$ cat src/rtl/pipe_ctrl_pkg.sv
// pipe_ctrl_pkg: shared types and defaults for the pipeline hazard controller.
//   state_t           - controller FSM state (RUN / MEMW / TRAP)
//   TRAP_CYCLES_DEF   - default trap-drain length in cycles
package pipe_ctrl_pkg;

  typedef enum logic [1:0] {
    ST_RUN  = 2'd0,
    ST_MEMW = 2'd1,
    ST_TRAP = 2'd2
  } state_t;

  localparam int TRAP_CYCLES_DEF = 2;

endpackage

$ cat src/rtl/pipe_ctrl_hazard_cmp.sv
// pipe_hazard_cmp: combinational load-use hazard detector.
// Ports:
//   id_rs1, id_rs2         in  decode-stage source register indices
//   id_use_rs1, id_use_rs2 in  which decode sources are actually read
//   ex_valid, ex_is_load   in  execute stage holds a valid load
//   ex_rd                  in  execute-stage destination index
//   hazard                 out decode reads the register the load is still fetching
module pipe_hazard_cmp (
  input  logic [4:0] id_rs1,
  input  logic [4:0] id_rs2,
  input  logic       id_use_rs1,
  input  logic       id_use_rs2,
  input  logic       ex_valid,
  input  logic       ex_is_load,
  input  logic [4:0] ex_rd,
  output logic       hazard
);

  logic rs1_hit;
  logic rs2_hit;

  assign rs1_hit = id_use_rs1 && (id_rs1 == ex_rd);
  assign rs2_hit = id_use_rs2 && (id_rs2 == ex_rd);

  // x0 is never written, so a load targeting it cannot create a dependency.
  assign hazard = ex_valid && ex_is_load && (ex_rd != 5'd0) && (rs1_hit || rs2_hit);

endmodule

$ cat src/rtl/pipe_ctrl.sv
// pipe_ctrl: stall/flush/trap controller for a 4-stage in-order pipeline.
// Optional build macro: PIPE_CTRL_PERF_EN compiles in the performance counters;
// without it stall_cycles/flush_events are tied to zero.
// Ports:
//   clk, nrst                         clock, synchronous active-low reset
//   id_rs1/rs2, id_use_rs1/rs2        decode-stage source operands
//   ex_valid, ex_rd, ex_is_load       execute-stage instruction info
//   ex_redirect                       taken branch/jump resolved in execute
//   mem_req, mem_ack                  data-memory access outstanding / done
//   trap_req, trap_ack                trap request / one-cycle acceptance pulse
//   pc/fd/de/em_stall                 hold PC and pipeline registers
//   fd/de/em_flush                    zero pipeline registers
//   stall_cycles, flush_events        performance counters
//
// state | meaning
// RUN   | normal flow; trap, memory wait, redirect, load-use handled here
// MEMW  | data access outstanding, whole pipeline frozen until mem_ack
// TRAP  | draining the pipeline for drain_cnt+1 more cycles
module pipe_ctrl
  import pipe_ctrl_pkg::*;
#(
  parameter int TRAP_CYCLES = TRAP_CYCLES_DEF
) (
  input  logic        clk,
  input  logic        nrst,
  input  logic [4:0]  id_rs1,
  input  logic [4:0]  id_rs2,
  input  logic        id_use_rs1,
  input  logic        id_use_rs2,
  input  logic        ex_valid,
  input  logic [4:0]  ex_rd,
  input  logic        ex_is_load,
  input  logic        ex_redirect,
  input  logic        mem_req,
  input  logic        mem_ack,
  input  logic        trap_req,
  output logic        trap_ack,
  output logic        pc_stall,
  output logic        fd_stall,
  output logic        de_stall,
  output logic        em_stall,
  output logic        fd_flush,
  output logic        de_flush,
  output logic        em_flush,
  output logic [31:0] stall_cycles,
  output logic [31:0] flush_events
);

  localparam logic [3:0] DRAIN_INIT = 4'(TRAP_CYCLES - 1);

  state_t     state;
  state_t     state_nxt;
  logic [3:0] drain_cnt;
  logic       load_use;

  pipe_hazard_cmp u_hazard (
    .id_rs1     (id_rs1),
    .id_rs2     (id_rs2),
    .id_use_rs1 (id_use_rs1),
    .id_use_rs2 (id_use_rs2),
    .ex_valid   (ex_valid),
    .ex_is_load (ex_is_load),
    .ex_rd      (ex_rd),
    .hazard     (load_use)
  );

  // Outputs are decoded from the current state and this cycle's inputs so the
  // pipeline reacts in the same cycle. Reset forces every control low.
  always_comb begin
    trap_ack  = 1'b0;
    pc_stall  = 1'b0;
    fd_stall  = 1'b0;
    de_stall  = 1'b0;
    em_stall  = 1'b0;
    fd_flush  = 1'b0;
    de_flush  = 1'b0;
    em_flush  = 1'b0;
    state_nxt = state;
    if (nrst) begin
      case (state)
        ST_RUN: begin
          if (trap_req) begin
            trap_ack  = 1'b1;
            fd_flush  = 1'b1;
            de_flush  = 1'b1;
            em_flush  = 1'b1;
            state_nxt = ST_TRAP;
          end else if (mem_req && !mem_ack) begin
            pc_stall  = 1'b1;
            fd_stall  = 1'b1;
            de_stall  = 1'b1;
            em_stall  = 1'b1;
            state_nxt = ST_MEMW;
          end else if (ex_valid && ex_redirect) begin
            fd_flush = 1'b1;
            de_flush = 1'b1;
          end else if (load_use) begin
            // Hold fetch/decode and push a bubble into execute.
            pc_stall = 1'b1;
            fd_stall = 1'b1;
            de_flush = 1'b1;
          end
        end
        ST_MEMW: begin
          // Pending traps wait here; the access is never aborted.
          if (mem_ack) begin
            state_nxt = ST_RUN;
          end else begin
            pc_stall = 1'b1;
            fd_stall = 1'b1;
            de_stall = 1'b1;
            em_stall = 1'b1;
          end
        end
        ST_TRAP: begin
          fd_flush = 1'b1;
          de_flush = 1'b1;
          em_flush = 1'b1;
          if (drain_cnt == 4'd0) state_nxt = ST_RUN;
        end
        default: state_nxt = ST_RUN;
      endcase
    end
  end

  always_ff @(posedge clk) begin
    if (!nrst) begin
      state     <= ST_RUN;
      drain_cnt <= 4'd0;
    end else begin
      state <= state_nxt;
      if (state == ST_RUN && trap_req) begin
        drain_cnt <= DRAIN_INIT;
      end else if (state == ST_TRAP && drain_cnt != 4'd0) begin
        drain_cnt <= drain_cnt - 4'd1;
      end
    end
  end

`ifdef PIPE_CTRL_PERF_EN
  logic [31:0] stall_cnt;
  logic [31:0] flush_cnt;

  always_ff @(posedge clk) begin
    if (!nrst) begin
      stall_cnt <= 32'd0;
      flush_cnt <= 32'd0;
    end else begin
      if (pc_stall) stall_cnt <= stall_cnt + 32'd1;
      if (fd_flush || de_flush || em_flush) flush_cnt <= flush_cnt + 32'd1;
    end
  end

  assign stall_cycles = stall_cnt;
  assign flush_events = flush_cnt;
`else
  assign stall_cycles = 32'd0;
  assign flush_events = 32'd0;
`endif

endmodule

$ cat config.mk
export PLATFORM = sky130hd
export DESIGN_NAME = pipe_ctrl
export DESIGN_NICKNAME = d
export VERILOG_FILES = /design/src/rtl/pipe_ctrl_pkg.sv /design/src/rtl/pipe_ctrl_hazard_cmp.sv /design/src/rtl/pipe_ctrl.sv
export SDC_FILE = /design/constraint.sdc
export NUM_CORES = 1
export LEC_CHECK = 0
export CORE_MARGIN = 2
export CORE_UTILIZATION = 29
export DETAILED_ROUTE_END_ITERATION = 10
export PLACE_DENSITY = 0.79
export SLEW_MARGIN = 20
export SYNTH_ARGS = -nofsm -noshare
export SYNTH_HDL_FRONTEND = slang
export SYNTH_SLANG_ARGS = --single-unit
$ cat constraint.sdc
create_clock -name clk -period 1.45 [get_ports clk]
set_clock_uncertainty 0.1 [all_clocks]
set_input_delay 0.145 -clock clk [delete_from_list [all_inputs] [get_ports clk]]
set_output_delay 0.145 -clock clk [all_outputs]
set_load 0.01 [all_outputs]
==> flow_metrics.env, run 1 <==
export IMPL_final_hold_violations=0
export IMPL_finalMaxSlewViolations=0
export IMPL_power_density_nw_per_um2=515.3
export IMPL_grt_pass1_vias=678
export IMPL_setup_worst_path_start_class="flop"
export IMPL_maxCapViolCount=0
export IMPL_design_area_um2=1281
export IMPL_drive_above_1_share_pct=30.23
export IMPL_worstPathCellList="nand2b_4 -> nor3_4 -> o21bai_1 -> buf_2"
export IMPL_async_s_r_ff_share_synth_pct=0
export IMPL_final_fill_count=342
export IMPL_critPathKind="flop to output port"
export IMPL_static_leakage_power_uw=0.0006378
export IMPL_wl_mm=1.867
export IMPL_yosys_warnings=0
export IMPL_placement_io_buffers=32
export IMPL_cp_data_arrival_time_ns=1.26
export IMPL_clock_tree_root_cell="sky130_fd_sc_hd__clkbuf_4"
export IMPL_cp_max_fo=4
export IMPL_insertion_delay_ns=0.24
export IMPL_rr_startpoint="state[0]"
export IMPL_clk_transition_reported_paths_ns=0.05
export IMPL_core_rowCount=21
export IMPL_mappedNetlistArea_um2=980.9
export IMPL_multi_input_comb_area_um2=696.9
export IMPL_gr_total_overflow=0
export IMPL_cts_htree_levels=1
export IMPL_power_ir_vdd_worst_mv=0.1442
export IMPL_dpl_cell_count=214
export IMPL_worst_hold_path_num_cells=3
export IMPL_layout_worst_path_cycle_share_pct=104.0
export IMPL_starting_utilization_of_the_core_area_pct=29.87
export IMPL_regToRegSetupSlack_ns=0.07
export IMPL_max_freq_mhz=663.0
export IMPL_path_delay_family="flip-flops"
export IMPL_hpwlAfterDp_mm=1.561
export IMPL_via_count=761
export IMPL_worst_hold_start="mem_ack"
export IMPL_grt_first_pass_wirelength_mm=2.835
export IMPL_avgViaCountPerCell=3.491
export IMPL_numCtsBuffers=3
export IMPL_grt_antenna_before_repair=0
export IMPL_antenna_cells=0
export IMPL_grt_setup_unrepaired="yes"
export IMPL_postSynthCellCount=128
export IMPL_floorplan_die_height_um=62.16
export IMPL_finalWeightedCongestion=0.7539
export IMPL_floorplan_die_area_um2=3864
export IMPL_instances_no_fill=218
export IMPL_critical_path_max_stage_delay_ns=0.35
export IMPL_synth_seq_area_share_pct=12.24
export IMPL_synth_enable_flop_cells=0
export IMPL_dp_area_um2=1187
export IMPL_timing_final_crit_period_ns=1.508
export IMPL_violations="setup timing"
export IMPL_die_width_um=62.16
export IMPL_design_final_nets=200
export IMPL_critical_path_buf_inv_count=1
export IMPL_final_seq_area_um2=125.1
export IMPL_first_iter_violations=3
export IMPL_io_pins=97
export IMPL_yosysUniqueCellTypes=25
export IMPL_core_area_um2=3284
export IMPL_grt_use_total_pct=9.025
export IMPL_hold_path_endpoint="state[0]"
export IMPL_setup_ws_ns=-0.05831
export IMPL_maximum_number_of_pins_on_one_net_before_global_route_repair=6
export IMPL_ys_seq_elements=6
export IMPL_critPathCaptureType="output port"
export IMPL_route_detailed_wl_per_inst_um=8.564
export IMPL_setup_violations=3
export IMPL_destination_of_the_worst_register_to_register_timing_path="drain_cnt[2]"
export IMPL_syn_avg_cell_area_um2=7.664
export IMPL_cts_tree="built"
export IMPL_result_of_the_run="finished, violations left"
export IMPL_r2r_worst_path_cells=5
export IMPL_final_setup_tns_ns=-0.1335
export IMPL_final_antenna_net_count=0
export IMPL_holdCritPathClass="input port to flop"
export IMPL_ys_dominant_reg_cell="sky130_fd_sc_hd__dfxtp_1"
export IMPL_ctsHoldBuffers=0
export IMPL_cp_required_ns=1.21
export IMPL_crit_slowest_cell="sky130_fd_sc_hd__dfxtp_4"
export IMPL_clock_sinks=6
export IMPL_detailedRoute_firstPassIterationCount=2
export IMPL_flow_area_growth_from_synthesis_pct=30.61
export IMPL_drc=0
export IMPL_max_clock_path_buffers=2
-- worst max path at each step --
stage             start       end  slack, ns  cells after the start
6_report       state[1]  pc_stall      -0.06                      4
3_3_place_gp   ex_rd[2]  pc_stall      -0.78                      6
5_1_grt        ex_rd[1]  pc_stall      -0.15                      6
2_1_floorplan  ex_rd[0]  pc_stall       0.07                      4
4_1_cts        state[0]  pc_stall      -0.06                      5
3_5_place_dp   ex_rd[3]  pc_stall      -0.82                      6
-- worst register-to-register path, cell delays in order (launching register included) --
cell and delay (ns):
sky130_fd_sc_hd__dfxtp_2 0.32, sky130_fd_sc_hd__buf_6 0.11, sky130_fd_sc_hd__nand2b_1 0.17, sky130_fd_sc_hd__or3b_1 0.37
sky130_fd_sc_hd__xor2_1 0.15, sky130_fd_sc_hd__nor2_1 0.05
-- state kept, by name, summed over array words and instances, names as in the netlist --
signal,count
drain_cnt,4
state,2
-- area by class of cell --
type	instances	share of cell area [%]
Multi-Input combinational cell	116	54.39
Timing Repair Buffer	44	28.71
Sequential cell	6	9.766
Tap cell	46	4.492
Clock buffer	3	1.758
Inverter	3	0.8789
-- report_power, final --
part           leakage, µW  switching [µW]  internal [µW]
registers        0.0000501            6.82            174
logic             0.000574             185            139
clock network    0.0000138            61.2           93.7
-- cells in the final DEF, fill, tap and decap left out, types with 2 or more instances in the layout --
master                            instances
sky130_fd_sc_hd__nor2_2                   2
sky130_fd_sc_hd__a21oi_2                  2
sky130_fd_sc_hd__dlygate4sd2_1            7
sky130_fd_sc_hd__dfxtp_1                  4
sky130_fd_sc_hd__o21a_1                   2
sky130_fd_sc_hd__nor4_2                   2
sky130_fd_sc_hd__clkdlybuf4s15_1          4
sky130_fd_sc_hd__nand2b_4                 3
sky130_fd_sc_hd__nor2_1                   6
sky130_fd_sc_hd__nand2b_1                 2
sky130_fd_sc_hd__xor2_1                   8
sky130_fd_sc_hd__clkbuf_4                 3
sky130_fd_sc_hd__conb_1                  64
sky130_fd_sc_hd__clkdlybuf4s50_1          5
sky130_fd_sc_hd__inv_1                    3
sky130_fd_sc_hd__xnor2_1                  4
sky130_fd_sc_hd__buf_2                    8
sky130_fd_sc_hd__clkbuf_2                 3
sky130_fd_sc_hd__o21bai_1                 2
sky130_fd_sc_hd__buf_4                    9
sky130_fd_sc_hd__o211ai_1                 2
sky130_fd_sc_hd__buf_6                    7
-- routing by layer --
metal | GRT usage [%] | up-vias | wire (µm)
met5 | 0 | - | 0
met4 | 5.556 | 0 | 43
met3 | 1.630 | 6 | 130
met2 | 17.26 | 48 | 1094
met1 | 8.940 | 334 | 598
li1 | - | 373 | -
-- timing repair --
item | 4_1_cts | 5_1_grt
gates cloned | 0 | 0
endpoints found under the setup margin | 8 | 11
pin swaps | 16 | 7
setup buffers | 1 | 0
resized for setup | 89 | 23
-- cell families after synthesis --
kind of cell / share of synthesized area [%]
buffers and inverters: 51.66
adders and majority gates: 1.275
DFF: 12.25
xor gates and xnor gates: 11.61
other: 0.3823
AOI/OAI and AO/OA: 9.564
and+or+nand+nor: 13.26
-- synth_stat cells (all sizes together) (2+ instances only) --
master	count	area share, %
a21oi	3	1.5
xor2	9	8.0
o21a	2	1.5
xnor2	4	3.6
o211ai	2	1.5
nor4	2	1.3
inv	3	1.1
nor2	9	3.4
nand2b	5	3.2
o21bai	2	1.5
dfxtp	6	12
buf	66	51
a211oi	2	2.0
nor3	3	1.5
-- through the flow --
stage / setup slack, ns / hold slack (ns) / power (µW) / util, %
2_1_floorplan: 0.06694 / 0.1243 / 472.3 / -
3_3_place_gp: -0.7817 / 0.3987 / 481.3 / 36.15
3_5_place_dp: -0.8193 / 0.4105 / 484.3 / 36.15
4_1_cts: -0.06294 / 0.2064 / 642.3 / 37.14
5_1_grt: -0.1458 / 0.2371 / 709.3 / 39.01
6_report: -0.05831 / 0.2333 / 660.2 / 39.01
No activity file was read; power rests on OpenSTA's default activity.
==> run 2, diff against run 1 <==
- clock period: 1.45 -> 1.6 ns (I/O delays scaled with it)
==> run 2 against run 1 <==
Compared with the run above: the run now ends clean; flip-flop and latch count did not move; worst hold slack got worse by 0.0041 ns; cell count rose by 0.46%; die area did not move; combinational power fell by 15%; global-route usage fell by 1.0 points; largest cell class unchanged.
==> flow_metrics.env, run 2 (same netlist as run 1, synthesis figures left out) <==
export IMPL_result_of_the_run="finished clean"
export IMPL_static_leakage_power_uw=0.0006570
export IMPL_power_ir_vdd_worst_mv=0.1609
export IMPL_grt_antenna_before_repair=0
export IMPL_timing_critical_path_mode_cell="sky130_fd_sc_hd__buf_2"
export IMPL_gr_total_overflow=0
export IMPL_maxCapViolCount=0
export IMPL_placement_io_buffers=32
export IMPL_clk_transition_reported_paths_ns=0.04
export IMPL_detailedRoute_firstPassIterationCount=4
export IMPL_setup_ws_ns=0.06817
export IMPL_final_setup_tns_ns=0
export IMPL_timing_final_crit_period_ns=1.532
export IMPL_core_area_um2=3284
export IMPL_path_delay_family="compound AO/OA/AOI/OAI gates"
export IMPL_final_common_cell="sky130_fd_sc_hd__conb_1"
export IMPL_maximum_number_of_pins_on_one_net_before_global_route_repair=6
export IMPL_final_antenna_net_count=0
export IMPL_max_clock_path_buffers=2
export IMPL_cp_data_arrival_time_ns=1.27
export IMPL_max_freq_mhz=652.8
export IMPL_holdCritPathClass="input port to flop"
export IMPL_cts_htree_levels=1
export IMPL_hpwlAfterDp_mm=1.543
export IMPL_instances_no_fill=219
export IMPL_critPathCaptureType="output port"
export IMPL_critical_path_buf_inv_count=2
export IMPL_drc=0
export IMPL_worstPathCellList="buf_2 -> xor2_1 -> nor4_2 -> a32oi_2 -> o21bai_2 -> buf_2"
export IMPL_hold_slack_ns=0.2292
export IMPL_insertion_delay_ns=0.23
export IMPL_setup_violations=0
export IMPL_setup_worst_path_start_class="input port"
export IMPL_cp_max_fo=3
export IMPL_floorplan_die_area_um2=3864
export IMPL_first_iter_violations=11
export IMPL_floorplan_die_height_um=62.16
export IMPL_largest_register_ffs=4
export IMPL_final_fill_count=342
export IMPL_design_final_nets=201
export IMPL_reg_largest_list="drain_cnt: 4 flops, state: 2 flops"
export IMPL_die_width_um=62.16
export IMPL_antenna_cells=0
export IMPL_numCtsBuffers=3
export IMPL_largest_register="drain_cnt"
export IMPL_core_rowCount=21
export IMPL_cts_tree="built"
export IMPL_io_pins=97
export IMPL_clock_tree_root_cell="sky130_fd_sc_hd__clkbuf_4"
export IMPL_drive_above_1_share_pct=24.86
export IMPL_via_count=740
export IMPL_ctsHoldBuffers=0
export IMPL_dpl_cell_count=215
export IMPL_critical_path_max_stage_delay_ns=0.32
export IMPL_grt_use_total_pct=8.003
export IMPL_critPathKind="input port to output port"
export IMPL_finalMaxSlewViolations=0
export IMPL_route_detailed_wl_per_inst_um=8.187
export IMPL_crit_slowest_cell="sky130_fd_sc_hd__nor4_2"
export IMPL_avgViaCountPerCell=3.379
export IMPL_pre_cts_ws_ns=-0.7622
export IMPL_starting_utilization_of_the_core_area_pct=29.87
export IMPL_finalWeightedCongestion=0.7146
export IMPL_final_hold_violations=0
export IMPL_grt_first_pass_wirelength_mm=2.518
export IMPL_clock_sinks=6
export IMPL_final_cell_mix="sky130_fd_sc_hd__conb_1, sky130_fd_sc_hd__buf_4, sky130_fd_sc_hd__nor2_1, sky130_fd_sc_hd__xor2_1, sky130_fd_sc_hd__dlygate4sd2_1"
export IMPL_cp_required_ns=1.34
export IMPL_layout_worst_path_cycle_share_pct=95.74
export IMPL_wl_mm=1.793
export IMPL_grt_pass1_vias=606
export IMPL_report_power_total_uw=569.5
export IMPL_flow_area_growth_from_synthesis_pct=27.42
export IMPL_power_density_nw_per_um2=455.6
[run 2: path summary, 6_finish.rpt]
check	start	end	slack, ns	cells after the start
max	ex_rd[2]	pc_stall	0.07	6
min	mem_ack	state[0]	0.23	2
max reg2reg	state[0]	drain_cnt[2]	0.19	5
min reg2reg	drain_cnt[1]	drain_cnt[1]	0.41	2
[run 2: stage by stage]
stage	area, µm²	util (%)
2_1_floorplan	1217	-
3_3_place_gp	1190	36.23
3_5_place_dp	1190	36.23
4_1_cts	1212	36.91
5_1_grt	1250	38.06
6_report	1250	38.06
[run 2: layer usage]
layer	GRT usage [%]	vias up	share of wire [%]
met4	3.333	0	0
met2	13.99	43	54
met1	9.403	321	37
met3	1.812	0	8.8
li1	-	376	-
met5	0	-	0
[run 2: layout make-up]
cell class	count	area, µm²	area share [%]
Clock buffer	3	22.52	1.802
Inverter	3	11.26	0.9009
Multi-Input combinational cell	116	661.9	52.95
Sequential cell	6	121.4	9.710
Tap cell	46	57.56	4.605
Timing Repair Buffer	45	375.4	30.03
[run 2: repair_timing]
action                     4_1_cts  5_1_grt
gates cloned                     0        0
resized for setup               56       28
setup endpoints to repair        8        4
pin swaps                        6       11
buffers inserted                 1        0
[run 2: power breakdown]
group / internal, µW / switching, µW / leakage [µW]
registers: 159 / 5.43 / 0.0000493
clock network: 84.2 / 44.3 / 0.0000138
logic: 117 / 159 / 0.000594
total: 360 / 209 / 0.000657
